<file path="src/rtl/bsg_manycore_pkg.sv">
// rtl/bsg_manycore_pkg.sv - manycore packet op/return enums, reg_id widths and arbiter tag helper
package bsg_manycore_pkg;

  localparam int bsg_manycore_reg_id_width_gp  = 5;
  localparam int bsg_manycore_arb_tag_width_gp = 3;

  typedef enum logic [1:0] {
    e_remote_load  = 2'd0,
    e_remote_store = 2'd1,
    e_remote_amo   = 2'd2,
    e_cache_op     = 2'd3
  } bsg_manycore_packet_op_e;

  typedef enum logic [1:0] {
    e_return_credit    = 2'd0,
    e_return_int_wb    = 2'd1,
    e_return_float_wb  = 2'd2,
    e_return_ifetch    = 2'd3
  } bsg_manycore_return_packet_type_e;

  // Requester index lives in the upper lg_num_req bits of reg_id (1 <= lg_num_req <= tag width).
  function automatic logic [bsg_manycore_arb_tag_width_gp-1:0] bsg_manycore_arb_tag
    (input logic [bsg_manycore_reg_id_width_gp-1:0] reg_id, input int lg_num_req);
    logic [bsg_manycore_reg_id_width_gp-1:0] shifted;
    shifted = reg_id >> (bsg_manycore_reg_id_width_gp - lg_num_req);
    return shifted[bsg_manycore_arb_tag_width_gp-1:0];
  endfunction

endpackage

</file>
<file path="src/rtl/bsg_arb_round_robin.sv">
// rtl/bsg_arb_round_robin.sv - round-robin grant select; pointer advances past the winner on yumi
module bsg_arb_round_robin #(
  parameter  int width_p     = 4,
  localparam int lg_width_lp = (width_p > 1) ? $clog2(width_p) : 1
) (
  input  logic                   clk_i,
  input  logic                   reset_i,
  input  logic [width_p-1:0]     reqs_i,
  output logic                   v_o,
  output logic [lg_width_lp-1:0] tag_o,
  input  logic                   yumi_i
);

  logic [lg_width_lp-1:0] rr_ptr;
  logic [lg_width_lp-1:0] idx;

  // width_p is a power of two, so pointer arithmetic wraps naturally.
  always_comb begin
    v_o   = 1'b0;
    tag_o = '0;
    idx   = '0;
    for (int i = 0; i < width_p; i++) begin
      idx = rr_ptr + lg_width_lp'(i);
      if (!v_o && reqs_i[idx]) begin
        v_o   = 1'b1;
        tag_o = idx;
      end
    end
  end

  always_ff @(posedge clk_i) begin
    if (reset_i)
      rr_ptr <= '0;
    else if (yumi_i)
      rr_ptr <= tag_o + 1'b1;
  end

endmodule

</file>
<file path="src/rtl/bsg_counter_up_down.sv">
// rtl/bsg_counter_up_down.sv - saturation-checked up/down occupancy counter
module bsg_counter_up_down #(
  parameter  int max_val_p = 16,
  localparam int width_lp  = $clog2(max_val_p + 1)
) (
  input  logic                clk_i,
  input  logic                reset_i,
  input  logic                up_i,
  input  logic                down_i,
  output logic [width_lp-1:0] count_o
);

  always_ff @(posedge clk_i) begin
    if (reset_i)
      count_o <= '0;
    else if (up_i && !down_i)
      count_o <= count_o + 1'b1;
    else if (down_i && !up_i)
      count_o <= count_o - 1'b1;
  end

  always @(posedge clk_i) begin
    if (!reset_i) begin
      assert (!(up_i && !down_i && count_o == width_lp'(max_val_p)))
        else $error("bsg_counter_up_down: overflow");
      assert (!(down_i && !up_i && count_o == '0))
        else $error("bsg_counter_up_down: underflow");
    end
  end

endmodule

</file>
<file path="src/rtl/bsg_priority_encode.sv">
// rtl/bsg_priority_encode.sv - lowest-index-wins encoder, built only with BSG_MANYCORE_OUT_ARB_FIXED_PRIO_EN
`ifdef BSG_MANYCORE_OUT_ARB_FIXED_PRIO_EN
module bsg_priority_encode #(
  parameter  int width_p     = 4,
  localparam int lg_width_lp = (width_p > 1) ? $clog2(width_p) : 1
) (
  input  logic [width_p-1:0]     i,
  output logic [lg_width_lp-1:0] addr_o,
  output logic                   v_o
);

  always_comb begin
    addr_o = '0;
    v_o    = 1'b0;
    for (int k = width_p - 1; k >= 0; k--) begin
      if (i[k]) begin
        addr_o = lg_width_lp'(k);
        v_o    = 1'b1;
      end
    end
  end

endmodule
`endif

</file>
<file path="src/rtl/bsg_manycore_endpoint_out_arbiter.sv">
// rtl/bsg_manycore_endpoint_out_arbiter.sv - shares one endpoint master port among requesters with credit/load limits
// BSG_MANYCORE_OUT_ARB_FIXED_PRIO_EN selects fixed lowest-index priority instead of round-robin.
module bsg_manycore_endpoint_out_arbiter
  import bsg_manycore_pkg::*;
#(
  parameter  int num_req_p           = 4,
  parameter  int x_cord_width_p      = 4,
  parameter  int y_cord_width_p      = 4,
  parameter  int addr_width_p        = 32,
  parameter  int data_width_p        = 32,
  parameter  int max_out_credits_p   = 16,
  parameter  int max_loads_per_req_p = 4,
  localparam int lg_num_req_lp       = $clog2(num_req_p),
  localparam int tag_lsb_lp          = bsg_manycore_reg_id_width_gp - lg_num_req_lp,
  localparam int credit_width_lp     = $clog2(max_out_credits_p + 1),
  localparam int load_width_lp       = $clog2(max_loads_per_req_p + 1),
  localparam int packet_width_lp     = addr_width_p + $bits(bsg_manycore_packet_op_e)
                                       + bsg_manycore_reg_id_width_gp + data_width_p
                                       + 2 * (x_cord_width_p + y_cord_width_p)
) (
  input  logic                                    clk_i,
  input  logic                                    reset_i,

  input  logic [num_req_p-1:0]                    req_v_i,
  input  logic [num_req_p*packet_width_lp-1:0]    req_packet_i,
  output logic [num_req_p-1:0]                    req_yumi_o,

  output logic                                    out_v_o,
  output logic [packet_width_lp-1:0]              out_packet_o,
  input  logic                                    out_ready_i,

  input  logic                                    returned_v_i,
  input  logic [data_width_p-1:0]                 returned_data_i,
  input  logic [bsg_manycore_reg_id_width_gp-1:0] returned_reg_id_i,
  input  bsg_manycore_return_packet_type_e        returned_pkt_type_i,
  output logic                                    returned_yumi_o,
  input  logic                                    returned_credit_v_i,

  output logic [num_req_p-1:0]                    resp_v_o,
  output logic [data_width_p-1:0]                 resp_data_o,
  output logic [bsg_manycore_reg_id_width_gp-1:0] resp_reg_id_o,
  input  logic [num_req_p-1:0]                    resp_yumi_i,

  output logic [credit_width_lp-1:0]              credits_used_o,
  output logic                                    idle_o
);

  typedef struct packed {
    logic [addr_width_p-1:0]                  addr;
    bsg_manycore_packet_op_e                  op_v2;
    logic [bsg_manycore_reg_id_width_gp-1:0]  reg_id;
    logic [data_width_p-1:0]                  payload;
    logic [y_cord_width_p-1:0]                src_y_cord;
    logic [x_cord_width_p-1:0]                src_x_cord;
    logic [y_cord_width_p-1:0]                y_cord;
    logic [x_cord_width_p-1:0]                x_cord;
  } packet_s;

  packet_s                    req_pkt [num_req_p];
  logic [load_width_lp-1:0]   load_cnt [num_req_p];
  logic [num_req_p-1:0]       is_load, load_full, eligible, load_up, load_down;
  logic [credit_width_lp-1:0] credits_used;
  logic                       credits_full, grant_v, handshake, loads_zero;
  logic [lg_num_req_lp-1:0]   grant_id, resp_id;
  packet_s                    out_pkt;

  // Eligibility looks only at registered counts: a same-cycle return never frees a slot.
  assign credits_full = (credits_used >= credit_width_lp'(max_out_credits_p));

  for (genvar i = 0; i < num_req_p; i++) begin : g_req
    assign req_pkt[i]   = packet_s'(req_packet_i[i*packet_width_lp +: packet_width_lp]);
    assign is_load[i]   = (req_pkt[i].op_v2 == e_remote_load);
    assign load_full[i] = (load_cnt[i] >= load_width_lp'(max_loads_per_req_p));
    assign eligible[i]  = ~reset_i & req_v_i[i] & ~credits_full & ~(is_load[i] & load_full[i]);
    assign load_up[i]   = req_yumi_o[i] & is_load[i];
    assign load_down[i] = resp_v_o[i] & resp_yumi_i[i];

    bsg_counter_up_down #(.max_val_p(max_loads_per_req_p)) load_ctr (
      .clk_i   (clk_i),
      .reset_i (reset_i),
      .up_i    (load_up[i]),
      .down_i  (load_down[i]),
      .count_o (load_cnt[i])
    );
  end

`ifdef BSG_MANYCORE_OUT_ARB_FIXED_PRIO_EN
  bsg_priority_encode #(.width_p(num_req_p)) grant_sel (
    .i      (eligible),
    .addr_o (grant_id),
    .v_o    (grant_v)
  );
`else
  bsg_arb_round_robin #(.width_p(num_req_p)) grant_sel (
    .clk_i   (clk_i),
    .reset_i (reset_i),
    .reqs_i  (eligible),
    .v_o     (grant_v),
    .tag_o   (grant_id),
    .yumi_i  (handshake)
  );
`endif

  always_comb begin
    out_pkt = req_pkt[grant_id];
    if (is_load[grant_id])
      out_pkt.reg_id[bsg_manycore_reg_id_width_gp-1 -: lg_num_req_lp] = grant_id;
  end

  assign out_v_o      = grant_v;
  assign out_packet_o = out_pkt;
  assign handshake    = out_v_o & out_ready_i;
  assign req_yumi_o   = handshake ? (num_req_p'(1) << grant_id) : '0;

  bsg_counter_up_down #(.max_val_p(max_out_credits_p)) credit_ctr (
    .clk_i   (clk_i),
    .reset_i (reset_i),
    .up_i    (handshake),
    .down_i  (returned_credit_v_i),
    .count_o (credits_used)
  );

  assign resp_id         = lg_num_req_lp'(bsg_manycore_arb_tag(returned_reg_id_i, lg_num_req_lp));
  assign resp_v_o        = (returned_v_i & ~reset_i) ? (num_req_p'(1) << resp_id) : '0;
  assign returned_yumi_o = returned_v_i & ~reset_i & resp_yumi_i[resp_id];
  assign resp_data_o     = returned_data_i;
  assign resp_reg_id_o   = {{lg_num_req_lp{1'b0}}, returned_reg_id_i[tag_lsb_lp-1:0]};

  always_comb begin
    loads_zero = 1'b1;
    for (int i = 0; i < num_req_p; i++)
      if (load_cnt[i] != '0) loads_zero = 1'b0;
  end

  assign credits_used_o = credits_used;
  assign idle_o         = loads_zero & (credits_used == '0) & ~|req_v_i;

  always @(posedge clk_i) begin
    if (!reset_i) begin
      if (returned_v_i) begin
        assert (load_cnt[resp_id] != '0)
          else $error("out_arbiter: response for requester %0d with no outstanding load", resp_id);
        assert (returned_pkt_type_i != e_return_credit)
          else $error("out_arbiter: credit return seen on returned_v_i");
      end
      if (handshake && is_load[grant_id])
        assert (req_pkt[grant_id].reg_id[bsg_manycore_reg_id_width_gp-1 -: lg_num_req_lp] == '0)
          else $error("out_arbiter: requester %0d load reg_id overlaps tag bits", grant_id);
    end
  end

endmodule

</file>
<file path="config.mk">
export PLATFORM = sky130hd
export DESIGN_NAME = bsg_manycore_endpoint_out_arbiter
export DESIGN_NICKNAME = d
export VERILOG_FILES = /design/src/rtl/bsg_manycore_pkg.sv /design/src/rtl/bsg_arb_round_robin.sv /design/src/rtl/bsg_counter_up_down.sv /design/src/rtl/bsg_priority_encode.sv /design/src/rtl/bsg_manycore_endpoint_out_arbiter.sv
export SDC_FILE = /design/constraint.sdc
export NUM_CORES = 1
export LEC_CHECK = 0
export BUFFER_PORTS_ARGS = -buffer_cell sky130_fd_sc_hd__buf_2
export CORE_AREA = 2 2 208 210
export CTS_CLUSTER_SIZE = 14
export DETAILED_ROUTE_END_ITERATION = 16
export DIE_AREA = 0 0 210 212
export PLACE_DENSITY = 0.36
export SLEW_MARGIN = 25
export SYNTH_ARGS = -nofsm -noshare
export SYNTH_HDL_FRONTEND = slang
export SYNTH_SLANG_ARGS = --single-unit
export TNS_END_PERCENT = 5
</file>
<file path="constraint.sdc">
create_clock -name clk_i -period 3.9 [get_ports clk_i]
set_input_delay 0.78 -clock clk_i [delete_from_list [all_inputs] [get_ports clk_i]]
set_output_delay 0.78 -clock clk_i [all_outputs]
set_load 0.05 [all_outputs]
</file>
==> metrics, run 1 <==
top cell types by occurrence after synthesis sky130_fd_sc_hd__nand2_1, sky130_fd_sc_hd__and3_1, sky130_fd_sc_hd__a31oi_1; Synth Flop Type sky130_fd_sc_hd__dfxtp_1; number of global-route vias before repair 6597; most common cell in the netlist sky130_fd_sc_hd__nand2_1; Reg2Reg Depth 13; ports placed on the boundary 540; antenna violations before repair 3; Worst-Skew Late Latency 0.25 ns; TritonCTS Buffers 3; classification of the worst setup path in -> out; CTS tree done; power density cells 676 mW/mm^2; Pleak 0.00416 uW; final cell count without fillers 1768; fill count 4983; Max Clk Rate 261 MHz; estimated wirelength of the detail-placed design 22200 um; DRC marker count from the first detailed-route iteration 372; summed negative setup slack over all endpoints 0 ns; Warnings, synthesis 0; endpoint of the worst setup timing path out_packet_o[63]; data required time of the worst path 3.12 ns; Worst Hold Depth 2; share of synthesized registers carrying an async set or reset 0; critical register-to-register path endpoint g_req[1].load_ctr.count_o[2]; Seq/Total Area, Yosys 0.0850; # port buffers 465; First-pass DRT Iterations 4; depth of the CTS H-tree 1; beginning of the worst register-to-register path g_req[2].load_ctr.count_o[2]; hold crit path type reg -> reg; count of unresolved DRC violations after routing 0; setup slack at placement 0.0340 ns; critical path launch point type input port; power after layout 5230 uW; post-layout net count 1639; count of max-cap constraint violations 0; buffer type at the clock tree root sky130_fd_sc_hd__clkbuf_16; CP Launch Point req_packet_i[54]; fraction of the core area covered by cells at the end of the flow 0.182; biggest cell delay along the critical path 0.45 ns; total overflow reported by the global router 0; endpoint kind of the worst setup timing path primary output; CP max-delay cell sky130_fd_sc_hd__or3b_1; drt total wl 26600 um; maximum resistive drop on vdd 0.269 mV; post-synthesis cell area 0.00447 sq mm; Die Span Y 212 um; largest cells by area after synthesis sky130_fd_sc_hd__nand2_1, sky130_fd_sc_hd__and3_1, sky130_fd_sc_hd__a31oi_1; Final setup viols 0; top cell type's share of synthesized area 0.291; post-detailed-route via-to-cell ratio 3.98; run status finished clean; Clk pin slew, worst setup/hold paths 0.05 ns; row count 76; Yosys top cell by area sky130_fd_sc_hd__nand2_1; worst setup skew after layout 0.00489 ns; Layout area overhead 73.2%; total placed cells including tap cells 1761; maximum fanout count along the critical path 45; Die Outline Area 0.0445 sq mm; number of flops mapped to enable cells by yosys 0; average wire per standard cell 15.0 um; deepest clock path buffer count 2; wire length of the first global-routing pass 37500 um; setup slack of the critical path after layout 0.0723 ns; crit-path cells buf_2 > or3b_1 > a32oi_1 > o221a_4 > buf_12 > buf_4 > nand2_1 > and3_1 > a31oi_1 > clkbuf_4; min-delay src g_req[0].load_ctr.count_o[2]; final hold vios 0; Routability Congestion 0.778; share of layout cells above drive strength 1 0.447; Arrival @ worst endpoint 3.05 ns; worst reg-to-reg setup slack 0.59 ns; antenna-violating nets left 0; Clock Sink Count 19; number of distinct library cells after synthesis 47; routed via count 7041; final worst path period share 0.981; area of the core region 0.0425 sq mm; flip-flop and latch count after synthesis 19; starting density of the core 0.105; maximum number of pins on one net before global-route repair 54; gate count after technology mapping 785; fin. max-slew vios 0; all-layer global routing usage 0.107; synthesized area per cell 5.70 sq um; crit path time final 3.83 ns; die boundary width 210 um; unrepaired setup endpoints after global routing yes
## state kept, by name, indices dropped and copies added, names as in the netlist
signal	count
g_req.load_ctr.count_o	12
credit_ctr.count_o	5
grant_sel.rr_ptr	2
## stage by stage
stage,hold slack [ns],cell area [sq um]
6_report,0.528,7750
5_1_grt,0.561,7740
4_1_cts,0.532,7650
3_5_place_dp,0.522,7570
3_3_place_gp,0.519,7570
2_1_floorplan,0.466,4490
## kinds of logic (layout without fill, tap and decap cells)
| group | after synthesis | count (layout) | share of synthesized area |
|---|---|---|---|
| XOR/XNOR | 12 | 12 | 0.0235 |
| other | 1 | 3 | 0.000838 |
| adder cells (fa/ha/maj) | 17 | 17 | 0.0559 |
| flip-flops | 19 | 19 | 0.0850 |
| AND/OR/NAND/NOR | 496 | 496 | 0.498 |
| AO/OA/AOI/OAI | 123 | 123 | 0.175 |
| buffers and inverters | 111 | 546 | 0.148 |
| multiplexers | 6 | 6 | 0.0134 |
## worst min-delay path by stage
| stage | slack (ns) | end |
|---|---|---|
| finish | 0.53 | g_req[0].load_ctr.count_o[2] |
| global placement | 0.52 | g_req[0].load_ctr.count_o[2] |
| floorplan | 0.47 | g_req[0].load_ctr.count_o[2] |
| detailed placement | 0.52 | g_req[0].load_ctr.count_o[2] |
| global route | 0.56 | g_req[2].load_ctr.count_o[2] |
| CTS | 0.53 | g_req[0].load_ctr.count_o[2] |
## timing repair
action	4_1_cts	5_1_grt
setup buffers	0	1
resized for setup	0	29
hold buffers	0	0
setup endpoints to repair	0	32
## power by group
| part | leakage, uW | switching [uW] | internal [uW] |
|---|---|---|---|
| clock | 0.0000409 | 75.1 | 137 |
| combinational | 0.00397 | 3240 | 1500 |
| sequential | 0.000155 | 54.3 | 229 |
## per-layer routing
layer	GRT usage	vias up	part of all wire
met1	0.138	3153	0.43
met2	0.178	340	0.46
met3	0.0225	32	0.076
met4	0.0330	2	0.030
met5	0	-	0.00049
li1	-	3514	-
## critical path: cells and delay by family
family                 cells  cell delay, ns
AO/OA/AOI/OAI              3            0.69
AND/OR/NAND/NOR            3            0.68
buffers and inverters      4            0.83
## layout make-up
type | instances | area (sq um) | share of cell area
clock buffers | 3 | 75.1 | 0.00969
multi-input cells | 656 | 3460 | 0.447
flip-flops and latches | 19 | 380 | 0.0491
clock inverters | 1 | 5.00 | 0.000646
repair buffers | 532 | 3100 | 0.400
well taps | 546 | 683 | 0.0882
diodes | 1 | 2.50 | 0.000323
inverters | 10 | 42.5 | 0.00549
## cell usage in the layout, fill, tap and decap left out, drive strengths merged, types with 2 or more instances in the layout
cell	Yosys	layout
and3	88	88
dfxtp	19	19
nor3b	4	4
or3	6	6
xor2	10	10
nand4	2	2
a21o	2	2
clkbuf	30	25
nor4bb	3	3
inv	10	10
nor2	21	21
buf	71	510
mux2i	6	6
or3b	4	4
ha	12	12
nor4	4	4
a21oi	13	13
o2111ai	2	2
nor3	2	2
and2	5	5
xnor2	2	2
a32oi	3	3
conb	1	2
o21ai	9	9
a31oi	85	85
a32o	2	2
nor2b	3	3
nand2	347	347
nor4b	2	2
fa	5	5
Power figures use the tool's default switching activity.
==> run 2: changes to the inputs <==
- ABC_AREA: default -> 1
- CORE_AREA: 2 2 208 210 -> 2 2 210 212
- DIE_AREA: 0 0 210 212 -> 0 0 212 214
- PLACE_DENSITY: 0.36 -> 0.41
==> run 2 against run 1 <==
Compared with the run above:
- design area up 7.7%
- cell count up 7.4%
- global-route usage up 0.48 points
- die area up 1.9%
- non-clock buffer count up 8
- critical endpoint is now out_packet_o[18]
==> metrics, run 2 <==
run status finished clean; post-detailed-route via-to-cell ratio 3.90 (-2.0%); # port buffers 465 (unchanged); crit-path cells buf_2 > inv_2 > nand2_1 > nor2_1 > nand3_1 > nand3_2 > nand2_4 > nand2_2 > nand3_2 > nand3_4 > buf_12 > buf_16 > buf_4 > a21oi_1 > a21oi_1 > clkbuf_4; post-placement cell area 0.00788 sq mm (+4.1%); final worst path period share 0.979 (-0.00262); Die Outline Area 0.0454 sq mm (+1.9%); CP max-delay cell sky130_fd_sc_hd__clkbuf_4; Final setup viols 0 (unchanged); antenna-violating nets left 0 (unchanged); top cell types by occurrence after synthesis sky130_fd_sc_hd__a21oi_1, sky130_fd_sc_hd__nand2_1, sky130_fd_sc_hd__inv_1; ports placed on the boundary 540 (unchanged); estimated wirelength of the detail-placed design 24000 um (+7.8%); top cell type's share of synthesized area 0.274 (-0.0170); starting density of the core 0.110 (+0.00499); beginning of the worst register-to-register path grant_sel.rr_ptr[0]; die boundary width 212 um (+0.95%); all-layer global routing usage 0.112 (+0.00485); count of max-cap constraint violations 0 (unchanged); share of synthesized registers carrying an async set or reset 0 (unchanged); final hold vios 0 (unchanged); Seq/Total Area, Yosys 0.0805 (-0.00457); antenna violations before repair 5 (+2); post-synthesis cell area 0.00473 sq mm (+5.7%); biggest cell delay along the critical path 0.25 ns (-0.20 ns); DRC marker count from the first detailed-route iteration 384 (+3.2%); Synth Flop Type sky130_fd_sc_hd__dfxtp_1; synthesized area per cell 5.46 sq um (-4.2%); Top reg by flops g_req.load_ctr.count_o; Max Clk Rate 262 MHz (+0.27%); flip-flop and latch count after synthesis 19 (unchanged); post-layout net count 1731 (+5.6%); depth of the CTS H-tree 1 (unchanged); critical path launch point type input port; maximum fanout count along the critical path 52 (+16%); worst reg-to-reg setup slack 0.54 ns (-0.05 ns); area of the core region 0.0429 sq mm (+0.89%); Die Span Y 214 um (+0.94%); Worst-Skew Late Latency 0.25 ns (about the same); largest cells by area after synthesis sky130_fd_sc_hd__a21oi_1, sky130_fd_sc_hd__nand2_1, sky130_fd_sc_hd__o21ai_0; hold-critical path endpoint g_req[3].load_ctr.count_o[1]; Arrival @ worst endpoint 3.04 ns (about the same); total overflow reported by the global router 0 (unchanged); crit path time final 3.82 ns (-0.0102 ns); Layout area overhead 76.5%; TritonCTS Buffers 3 (unchanged); number of flops mapped to enable cells by yosys 0 (unchanged); Clk pin slew, worst setup/hold paths 0.05 ns (about the same); critical register-to-register path endpoint g_req[0].load_ctr.count_o[2]; fin. max-slew vios 0 (unchanged); Routability Congestion 0.923 (+19%); most common cell in the netlist sky130_fd_sc_hd__a21oi_1; row count 76 (unchanged); routed via count 7408 (+5.2%); First-pass DRT Iterations 8 (+4); largest registers g_req.load_ctr.count_o: 12 flops, credit_ctr.count_o: 5 flops, grant_sel.rr_ptr: 2 flops; wire length of the first global-routing pass 39500 um (+5.1%); worst setup skew after layout 0.00223 ns (-0.00266 ns); Worst Hold Depth 2 (unchanged); Final Cell Area 0.00834 sq mm (+7.7%); Clock Sink Count 19 (unchanged); number of global-route vias before repair 6950 (+5.4%); share of layout cells above drive strength 1 0.460 (+0.0128); buffer type at the clock tree root sky130_fd_sc_hd__clkbuf_16; count of unresolved DRC violations after routing 0 (unchanged); flip-flop count of the largest register after layout 12 (unchanged); average wire per standard cell 15.3 um (+1.5%); unrepaired setup endpoints after global routing yes; CTS tree done; Reg2Reg Depth 21 (+8); endpoint kind of the worst setup timing path primary output; Yosys top cell by area sky130_fd_sc_hd__a21oi_1; data required time of the worst path 3.12 ns (about the same); gate count after technology mapping 866 (+10%); top library cells by usage in the layout, fill and taps aside sky130_fd_sc_hd__buf_2, sky130_fd_sc_hd__a21oi_1, sky130_fd_sc_hd__nand2_1, sky130_fd_sc_hd__inv_1, sky130_fd_sc_hd__o21ai_0; drt total wl 29000 um (+9.1%); min-delay src g_req[3].load_ctr.count_o[1]; classification of the worst setup path in -> out; Warnings, synthesis 0 (unchanged); hold crit path type reg -> reg; deepest clock path buffer count 2 (unchanged); number of distinct library cells after synthesis 34 (-28%); maximum number of pins on one net before global-route repair 54 (unchanged); commonest non-fill, non-tap cell in the layout sky130_fd_sc_hd__buf_2
[run 2: layout make-up]
class	instances	area, sq um
multi-input combinational	624	3390
antenna	1	2.50
tap	585	732
inverter	126	475
clock buffer	3	75.1
fill	4977	34500
timing repair buffer	540	3280
sequential	19	380
clock inverter	1	5.00
[run 2: logic make-up after synthesis]
| family | synth area share |
|---|---|
| other | 0.000793 |
| AO/OA/AOI/OAI | 0.422 |
| AND/OR/NAND/NOR | 0.206 |
| adder cells (fa/ha/maj) | 0.0529 |
| buffers and inverters | 0.229 |
| XOR/XNOR | 0.00926 |
| flip-flops | 0.0805 |
[run 2: worst max-delay path by stage]
stage | startpoint | to | slack [ns] | depth (start not counted)
floorplan | req_packet_i[54] | out_packet_o[10] | 0.008 | 12
global placement | req_packet_i[54] | out_packet_o[40] | 0.02 | 13
detailed placement | req_packet_i[54] | g_req[0].load_ctr.count_o[2] | -0.05 | 19
CTS | req_packet_i[54] | out_packet_o[18] | 0.007 | 14
global route | req_packet_i[140] | out_packet_o[32] | -0.04 | 15
finish | reset_i | out_packet_o[18] | 0.08 | 16
[run 2: worst max-delay path: cells and delay by family]
kind | cells | cell delay, ns
buffers and inverters | 6 | 1.03
and+or+nand+nor | 8 | 0.96
AOI/OAI and AO/OA | 2 | 0.21
[run 2: stage by stage]
| step | instances | utilization | setup slack (ns) | setup TNS (ns) | hold WS, ns |
|---|---|---|---|---|---|
| 3_5_place_dp | 1884 | 0.184 | -0.0524 | -0.0524 | 0.480 |
| 4_1_cts | 1888 | 0.185 | 0.00700 | 0 | 0.488 |
| 5_1_grt | 1899 | 0.195 | -0.0393 | -0.184 | 0.516 |
| 2_1_floorplan | 867 | - | 0.00839 | 0 | 0.446 |
| 3_3_place_gp | 1884 | 0.184 | 0.0231 | 0 | 0.474 |
| 6_report | 1899 | 0.195 | 0.0825 | 0 | 0.485 |
[run 2: timing repair]
item / CTS / global route
setup endpoints to repair: 0 / 90
hold buffers: 0 / 0
buffers inserted: 0 / 5
resized for setup: 0 / 100
[run 2: routing by layer]
metal	vias up	GRT usage	wire, um
li1	3741	-	-
met1	3265	0.131	11800
met2	362	0.192	13500
met3	32	0.0325	2580
met4	8	0.0261	654
met5	-	0.0571	381
Power of run 2 is not shown: default switching activity piles up to over one toggle a cycle in this logic, so the estimate is an artifact.
